$ cat src/rtl/muldiv_seq.sv
// Sequential 32-bit signed multiply / divide / modulo unit.
// One shift-add or restoring shift-subtract step per cycle on operand magnitudes.
module muldiv_seq #(
  // Opcode encodings; must track ALU_MUL / ALU_DIV / ALU_MOD in decode.vh
  parameter logic [3:0] ALU_MUL = 4'd8,
  parameter logic [3:0] ALU_DIV = 4'd9,
  parameter logic [3:0] ALU_MOD = 4'd10
) (
  input  logic        clk,
  input  logic        rst_n,
  input  logic        start,
  input  logic [3:0]  alu_op,
  input  logic [31:0] op_a,
  input  logic [31:0] op_b,
  input  logic        flush,
  output logic        busy,
  output logic        done,
  output logic [31:0] result,
  output logic        div_by_zero
);
  typedef enum logic [1:0] {IDLE, RUN, DONE} state_t;
  typedef enum logic [1:0] {K_MUL, K_DIV, K_MOD} kind_t;

  state_t      state;
  kind_t       kind;
  logic [4:0]  cnt;
  logic        neg_res, neg_a;
  // a_reg: multiplicand / dividend-then-quotient, b_reg: multiplier / divisor,
  // acc: partial product / partial remainder
  logic [31:0] a_reg, b_reg, acc;

  logic        valid_op, accept, is_div_op;
  logic [31:0] mag_a, mag_b;
  assign valid_op  = (alu_op == ALU_MUL) || (alu_op == ALU_DIV) || (alu_op == ALU_MOD);
  assign accept    = start && valid_op && (state != RUN);
  assign is_div_op = (alu_op != ALU_MUL);
  assign mag_a     = op_a[31] ? -op_a : op_a;
  assign mag_b     = op_b[31] ? -op_b : op_b;

  logic [32:0] trial;
  logic [31:0] nxt_acc, nxt_a, nxt_b, fin;
  always_comb begin
    nxt_acc = acc;
    nxt_a   = a_reg;
    nxt_b   = b_reg;
    trial   = '0;
    if (kind == K_MUL) begin
      nxt_acc = b_reg[0] ? acc + a_reg : acc;
      nxt_a   = a_reg << 1;
      nxt_b   = b_reg >> 1;
    end else begin
      // partial remainder < divisor <= 2^31, so the shifted value fits in 32 bits
      trial   = {1'b0, acc[31:0], a_reg[31]} - {1'b0, b_reg};
      nxt_acc = trial[32] ? {acc[30:0], a_reg[31]} : trial[31:0];
      nxt_a   = {a_reg[30:0], ~trial[32]};
    end
  end

  always_comb begin
    case (kind)
      K_MUL:   fin = neg_res ? -nxt_acc : nxt_acc;
      K_DIV:   fin = neg_res ? -nxt_a   : nxt_a;
      default: fin = neg_a   ? -nxt_acc : nxt_acc;
    endcase
  end

  always_ff @(posedge clk or negedge rst_n) begin
    if (!rst_n) begin
      state       <= IDLE;
      kind        <= K_MUL;
      cnt         <= '0;
      neg_res     <= 1'b0;
      neg_a       <= 1'b0;
      a_reg       <= '0;
      b_reg       <= '0;
      acc         <= '0;
      busy        <= 1'b0;
      done        <= 1'b0;
      div_by_zero <= 1'b0;
      result      <= '0;
    end else if (flush) begin
      state       <= IDLE;
      cnt         <= '0;
      busy        <= 1'b0;
      done        <= 1'b0;
      div_by_zero <= 1'b0;
    end else begin
      done        <= 1'b0;
      div_by_zero <= 1'b0;
      case (state)
        RUN: begin
          acc   <= nxt_acc;
          a_reg <= nxt_a;
          b_reg <= nxt_b;
          cnt   <= cnt + 5'd1;
          if (cnt == 5'd31) begin
            state  <= DONE;
            busy   <= 1'b0;
            done   <= 1'b1;
            result <= fin;
          end
        end
        default: begin
          if (accept) begin
            kind    <= (alu_op == ALU_MUL) ? K_MUL : (alu_op == ALU_DIV) ? K_DIV : K_MOD;
            neg_res <= op_a[31] ^ op_b[31];
            neg_a   <= op_a[31];
            a_reg   <= mag_a;
            b_reg   <= mag_b;
            acc     <= '0;
            cnt     <= '0;
            if (is_div_op && op_b == 32'd0) begin
              // divide by zero bypasses iteration entirely
              state       <= DONE;
              done        <= 1'b1;
              div_by_zero <= 1'b1;
              result      <= (alu_op == ALU_DIV) ? 32'hFFFF_FFFF : op_a;
            end else begin
              state <= RUN;
              busy  <= 1'b1;
            end
          end else begin
            state <= IDLE;
          end
        end
      endcase
    end
  end
endmodule
$ cat config.mk
export PLATFORM = sky130hd
export DESIGN_NAME = muldiv_seq
export DESIGN_NICKNAME = d
export VERILOG_FILES = /design/src/rtl/muldiv_seq.sv
export SDC_FILE = /design/constraint.sdc
export NUM_CORES = 1
export LEC_CHECK = 0
export BUFFER_PORTS_ARGS = -buffer_cell sky130_fd_sc_hd__clkbuf_2
export CAP_MARGIN = 5
export CORE_MARGIN = 1
export CORE_UTILIZATION = 55
export CTS_CLUSTER_DIAMETER = 200
export DETAILED_ROUTE_END_ITERATION = 12
export PLACE_DENSITY = 0.74
export REMOVE_ABC_BUFFERS = 1
export SETUP_SLACK_MARGIN = 0.15
export SYNTH_ARGS = -nofsm -noshare
export SYNTH_HDL_FRONTEND = slang
export SYNTH_SLANG_ARGS = --single-unit
$ cat constraint.sdc
create_clock -name clk -period 6.25 [get_ports clk]
set_input_delay 1.25 -clock clk [delete_from_list [all_inputs] [get_ports clk]]
set_output_delay 1.25 -clock clk [all_outputs]
set_load 0.01 [all_outputs]
* After elaboration in Yosys (flattened, before gate mapping)
Cells that the tools add are included.
** Storage, ports and cells
- Register bits after elaboration :: 142
- Latch bits :: 0
- Bits in writable memories :: 0
- Bits in read-only memories :: 0
- Output and inout bits :: 35
- Memories kept :: 0
** Operators by class
- Add/sub/neg operators :: 7
- Multiply operators :: 0
- Div/mod/pow operators :: 0
- $lt $le $gt $ge :: 0
- Equal/unequal tests :: 12
- Shifts and indexed selects :: 0
- Multiplexer cells :: 44
- Bitwise operators :: 4
- Reductions and logical operators :: 15
** Operator list (number)
- 32-bit 2-to-1 mux :: 20
- 32-bit negator :: 4
- 32-bit one-hot mux with 2 select lines :: 1
- 33-bit by 32-bit subtractor with 33-bit output :: 1
- 32-bit adder :: 1
- 32-bit zero test :: 1
- 5-bit 2-to-1 mux :: 3
- 2-bit 2-to-1 mux :: 7
- 1-bit 2-to-1 mux :: 13
- 4-bit equality test (second input constant) :: 3
- 3-bit AND reduction :: 3
- 5-bit by 1-bit adder with 5-bit output (second input constant) :: 1
- 5-bit equality test (second input constant) :: 1
- 2-bit by 1-bit equality test with 1-bit output (second input constant) :: 2
- 2-bit != test (second input constant) :: 2
- 4-bit != test (second input constant) :: 1
- 4-bit AND reduction :: 1
- 2-bit nonzero test :: 2
- 1-bit logical AND :: 3
- 3-bit by 2-bit != test with 1-bit output (second input constant) :: 1
- 3-bit != test (second input constant) :: 1
- 1-bit NOT :: 3
- 3-bit nonzero test :: 1
- 2-bit zero test :: 1
- 4 further kinds :: 5

* Logic depth before layout (Yosys ltp)
- Depth in word-level cells :: 8
- Mapped depth :: 20
- Gate-level depth less buffers :: 19

* Worst setup path before layout
No wires, ideal clock.
- Kind :: input -> register
- Start :: input op_b[13]
- End :: register result[30]
- Setup time :: 0.121 ns
- Data arrival time :: 4.366 ns
- Data required time :: 6.129 ns
- Setup slack :: 1.763 ns
- Cell stages on the path :: 13
- Buffers on the path :: 1
- Path through :: or4_1 > nor4_1 > nand3b_1 > or4_1 > nor4_1 > a22oi_1 > or2_1 > clkbuf_1 > nor2_2 > o221ai_1 > a31o_2 > a31o_2 > o2bb2ai_1
** On the way
- Cells in the longest elaborated chain, start to end :: 4
** Ends and longest elaborated chain
- start, declared :: line 14 : input logic [31:0] op_b,
- 32-bit zero test :: line 112 : if (is_div_op && op_b == 32'd0) begin
- 1-bit logical AND :: line 112
- 2-bit nonzero test (no line)
- 4-bit AND reduction (no line)
- end signal, assigned :: line 100 : result <= fin;
- end signal, assigned :: line 117 : result <= (alu_op == ALU_DIV) ? 32'hFFFF_FFFF : op_a;
- end, declared :: line 18 : output logic [31:0] result,
Every way passes these cells.
A chain may end at the register's enable or synchronous reset.

* Worst setup path after layout
- Start :: register a_reg[31]
- End :: register result[29]
** On the way
- Cells in the longest elaborated chain, start to end :: 8
** Ends and longest elaborated chain
- start, declared :: line 30 : logic [31:0] a_reg, b_reg, acc;
- start signal, assigned :: line 93 : a_reg <= nxt_a;
- start signal, assigned :: line 108 : a_reg <= mag_a;
- 33-bit by 32-bit subtractor with 33-bit output :: line 53 : trial = {1'b0, acc[31:0], a_reg[31]} - {1'b0, b_reg};
- 32-bit 2-to-1 mux or 1-bit NOT (tied branches) :: line 54, 55
- 32-bit 2-to-1 mux or 1-bit 2-to-1 mux (tied branches) :: line 47 : if (kind == K_MUL) begin
- 32-bit negator, on equally long branches :: line 61, 63, 62
- 32-bit 2-to-1 mux, on equally long branches :: line 63, 61, 62
- 32-bit one-hot mux with 2 select lines * :: line 60 : case (kind)
- 32-bit 2-to-1 mux * :: line 96 : if (cnt == 5'd31) begin
- 32-bit 2-to-1 mux * :: line 90 : case (state)
Mark *: on every way between the ends. The rest lies on a longest branch, timed or not. The select of a mux whose other input is x is not followed.

==> impl_results.rst <==
.. list-table::
   :header-rows: 1

   * - Metric
     - Value
   * - Clock net sink count
     - 142
   * - Yosys warnings
     - 0
   * - Leading register cell type out of synthesis
     - sky130_fd_sc_hd__dfrtp_1
   * - Starting density of the core
     - 56.58%
   * - Final period utilization
     - 85.51%
   * - Leading cell type in the layout, fill and taps excluded
     - sky130_fd_sc_hd__nand2_1
   * - Max-slew headroom at the worst pin
     - 24.70%
   * - Slew of the pin with the lowest slew margin
     - 1.129 ns
   * - Library cell occupying the most area in the post-synthesis netlist
     - sky130_fd_sc_hd__dfrtp_1
   * - Leakage power
     - 6.747 nW
   * - Max-cap violations
     - 0
   * - Required time of the worst setup path
     - 6.62 ns
   * - Final nets
     - 2,074
   * - Number of enable flip-flop cells after synthesis
     - 0
   * - Std-Cell Rows
     - 58
   * - Clock slew at reported path FFs
     - 0.08 ns
   * - Buffers inserted by post-CTS timing repair
     - 0
   * - Chain of cells forming the critical path
     - inv_1, ha_1, inv_1, fa_1, a211oi_2, o211ai_2, a211o_2, and3_4, o21ai_2, nand2_2, a311oi_2, nand4_4, or3_4, or4_4, nor4_1, o21ai_1, a21oi_1
   * - First-pass GRT wire length
     - 80.45 mm
   * - Top-area cell type share of the netlist area
     - 24.66%
   * - Setup CP Type
     - reg -> reg
   * - CP endpoint kind
     - register
   * - Min Tclk post-route
     - 5.344 ns
   * - Internal power
     - 4.041 mW
   * - Vias post-DR
     - 15,550
   * - Sequential group share of total power
     - 17.1%
   * - Number of detailed-route iterations in the first pass
     - 6
   * - Vias per inst
     - 6.833
   * - Sequential element share of the synthesized area
     - 24.66%
   * - Final Total Pwr
     - 9.134 mW
   * - CTS H-tree depth
     - 4
   * - Number of buffers inserted during clock tree synthesis
     - 17
   * - Clock power frac
     - 11.9%
   * - Peak per-stage delay on the critical path
     - 0.61 ns
   * - Post-Synthesis Cells
     - 1,894
   * - Area growth from synthesis to final layout
     - 9.082%
   * - Proportion of synthesized flip-flops having asynchronous set or reset
     - 100.0%
   * - Count of pins over their slew limit
     - 0
   * - Cell area after synthesis
     - 0.01441 sq mm
   * - X dimension of the die
     - 163.9 um
   * - Final estimated routing congestion in global placement
     - 1.084
   * - Total Die Area
     - 0.02685 sq mm
   * - Library cell appearing most often on the critical path
     - sky130_fd_sc_hd__inv_1
   * - Status
     - completed
   * - Number of global-route vias before repair
     - 14,310
   * - Area of the core region
     - 0.02547 sq mm
   * - Count of unique library cells instantiated by Yosys
     - 101
   * - Power spent charging and discharging nets
     - 5.093 mW
   * - Maximum VDD drop
     - 0.3271 mV
   * - Logic gate share of total power
     - 70.9%
   * - Root Buffer Master
     - sky130_fd_sc_hd__clkbuf_16
   * - Starting DRC count in detailed routing
     - 2,217
   * - Max Clock Skew
     - 0.01576 ns
   * - Worst setup SP type
     - register
   * - Layout cell share with drive strength beyond 1
     - 12.60%
   * - Synth area leaders
     - sky130_fd_sc_hd__dfrtp_1 25%, sky130_fd_sc_hd__o21ai_0 6.4%, sky130_fd_sc_hd__a21oi_1 6.3%
   * - Count of pins on the block boundary
     - 107
   * - CTS resizes
     - 0
   * - Overall die height
     - 163.9 um
   * - Tightest hold margin
     - 0.4888 ns
   * - Highest fanout seen on the critical path
     - 14
   * - Clock tree from TritonCTS
     - done
   * - Count of final hold-check violations
     - 0
   * - Source-to-sink clock delay at the later pin of the worst-skew pair
     - 0.45 ns
   * - Antenna-violating nets left
     - 0
   * - RSZ-0062 raised after global routing
     - false
   * - Final setup slack of the worst path
     - 0.9055 ns
   * - Arrival time at the worst endpoint
     - 5.72 ns
   * - Number of buffers on the longest clock path
     - 2
   * - Count of unresolved DRC violations after routing
     - 0
   * - Buffers added on ports
     - 106
   * - Largest net degree at the start of global routing
     - 103
   * - Drt wl/cell
     - 22.52 um
   * - Power density of the placed cells
     - 581.0 mW/mm^2
   * - Sum of overflow across all layers after global routing
     - 0
   * - Total global routing track utilization
     - 38.83%
   * - Slowest cell on the critical path
     - sky130_fd_sc_hd__a311oi_2
   * - Sum of routed wire length over all layers
     - 51.23 mm
   * - Avg Cell Area, Syn
     - 7.609 sq um
   * - Initial antenna violation count
     - 0
   * - Post-synthesis sequential element count
     - 142
   * - Pre-CTS setup slack
     - 0.7211 ns
   * - Number of buffers inserted by hold repair at cts
     - 0
   * - Leading cell types in the layout, fill and taps excluded
     - 202 x sky130_fd_sc_hd__nand2_1, 184 x sky130_fd_sc_hd__o21ai_0, 182 x sky130_fd_sc_hd__a21oi_1
   * - Detailed-placement wirelength estimate
     - 37.80 mm
   * - Antenna fix cells
     - 0
   * - Utilization after layout
     - 61.72%
   * - Final setup violation count
     - 0
   * - Fillcell total
     - 2,345
   * - Path class of the lowest-slack min-delay path
     - reg -> reg
   * - Highest clock rate
     - 187.1 MHz
   * - Switching part of the total power
     - 55.76%
[cell usage after synthesis, types with 6 or more instances]
cell type / count
sky130_fd_sc_hd__o22a_1: 22
sky130_fd_sc_hd__nand2_1: 202
sky130_fd_sc_hd__xnor2_1: 66
sky130_fd_sc_hd__o21bai_1: 7
sky130_fd_sc_hd__o22ai_1: 9
sky130_fd_sc_hd__nor2b_1: 14
sky130_fd_sc_hd__o31ai_1: 35
sky130_fd_sc_hd__nor4_1: 16
sky130_fd_sc_hd__nand4_1: 25
sky130_fd_sc_hd__o221ai_1: 10
sky130_fd_sc_hd__a22oi_1: 6
sky130_fd_sc_hd__o21ai_0: 184
sky130_fd_sc_hd__buf_2: 9
sky130_fd_sc_hd__nor3_1: 41
sky130_fd_sc_hd__or3_1: 17
sky130_fd_sc_hd__a21o_1: 20
sky130_fd_sc_hd__clkbuf_1: 94
sky130_fd_sc_hd__or4_1: 21
sky130_fd_sc_hd__o41ai_1: 17
sky130_fd_sc_hd__and2_1: 8
sky130_fd_sc_hd__ha_1: 68
sky130_fd_sc_hd__a31o_2: 6
sky130_fd_sc_hd__nand3_1: 41
sky130_fd_sc_hd__and3_1: 9
sky130_fd_sc_hd__nand3b_1: 9
sky130_fd_sc_hd__a21oi_1: 182
sky130_fd_sc_hd__dfrtp_1: 142
sky130_fd_sc_hd__xor2_1: 99
sky130_fd_sc_hd__a221oi_1: 17
sky130_fd_sc_hd__a31oi_1: 16
sky130_fd_sc_hd__buf_1: 8
sky130_fd_sc_hd__o21ai_1: 13
sky130_fd_sc_hd__nor2_1: 166
sky130_fd_sc_hd__a211oi_1: 18
sky130_fd_sc_hd__a22o_1: 17
sky130_fd_sc_hd__nand2b_1: 10
sky130_fd_sc_hd__a21boi_0: 7
sky130_fd_sc_hd__inv_1: 63
sky130_fd_sc_hd__mux2i_1: 22
sky130_fd_sc_hd__a221o_1: 6
sky130_fd_sc_hd__o21a_1: 9
sky130_fd_sc_hd__or2_2: 10
sky130_fd_sc_hd__mux2_2: 8
sky130_fd_sc_hd__o211ai_1: 16
[worst paths after layout]
kind	from	endpoint	slack, ns	cells after the start
max in group asynchronous	rst_n	result[24]	4.05	2
worst max register to register	a_reg[31]	result[29]	0.91	17
worst min-delay path	result[12]	result[12]	0.49	1
min in group asynchronous	rst_n	b_reg[13]	0.85	1
worst max-delay path	a_reg[31]	result[29]	0.91	17
worst min register to register	result[12]	result[12]	0.49	1
[power groups by stage]
| stage | Combinational, mW | Clock, mW | Sequential (mW) |
|---|---|---|---|
| 2_1_floorplan | 4.50 | 0 | 1.43 |
| 3_3_place_gp | 6.18 | 0 | 1.55 |
| 3_5_place_dp | 6.22 | 0 | 1.56 |
| 4_1_cts | 6.27 | 1.09 | 1.55 |
| 5_1_grt | 6.97 | 1.12 | 1.59 |
| 6_report | 6.48 | 1.09 | 1.57 |
[worst max-delay path: cells and delay by family (launching register included)]
kind | cells | cell delay, ns
AND/OR/NAND/NOR | 6 | 2.07
buffers and inverters | 2 | 0.17
AO/OA/AOI/OAI | 7 | 2.00
flip-flops | 1 | 0.41
adder cells (fa/ha/maj) | 2 | 0.60
[stage by stage]
stage	TNS (ns)	cell area, sq um	instances
after floorplan	-27.92	13920	1776
after global placement	0	15120	2243
after detailed placement	0	15120	2243
after CTS	0	15720	2275
after global routing	0	15720	2275
final	0	15720	2275
[logic make-up after synthesis]
family / Yosys count / share of synthesized area (%)
DFF: 142 / 24.66
and+or+nand+nor: 625 / 21.11
AOI/OAI and AO/OA: 678 / 30.72
buffers and inverters: 184 / 5.157
muxes: 30 / 2.153
xor gates and xnor gates: 165 / 10.03
adders and majority gates: 70 / 6.182
[area by class of cell]
| type | instances | area (sq um) | share of cell area, % |
|---|---|---|---|
| clock buffers | 17 | 425.4 | 2.706 |
| clock inverters | 15 | 170.2 | 1.082 |
| inverters | 66 | 247.7 | 1.576 |
| multi-input cells | 1568 | 10140 | 64.51 |
| flip-flops and latches | 142 | 3553 | 22.60 |
| well taps | 330 | 412.9 | 2.627 |
| repair buffers | 137 | 769.5 | 4.895 |
[per-layer routing]
metal	share of wire (%)	routed length (um)	vias up	track usage [%]
met2	44	22790	889	59.63
met5	0	0	-	0
met4	4.2	2143	0	16.50
li1	-	-	7061	-
met1	42	21510	7436	54.43
met3	9.3	4783	160	5.379
(Power assumes the default switching activity.)
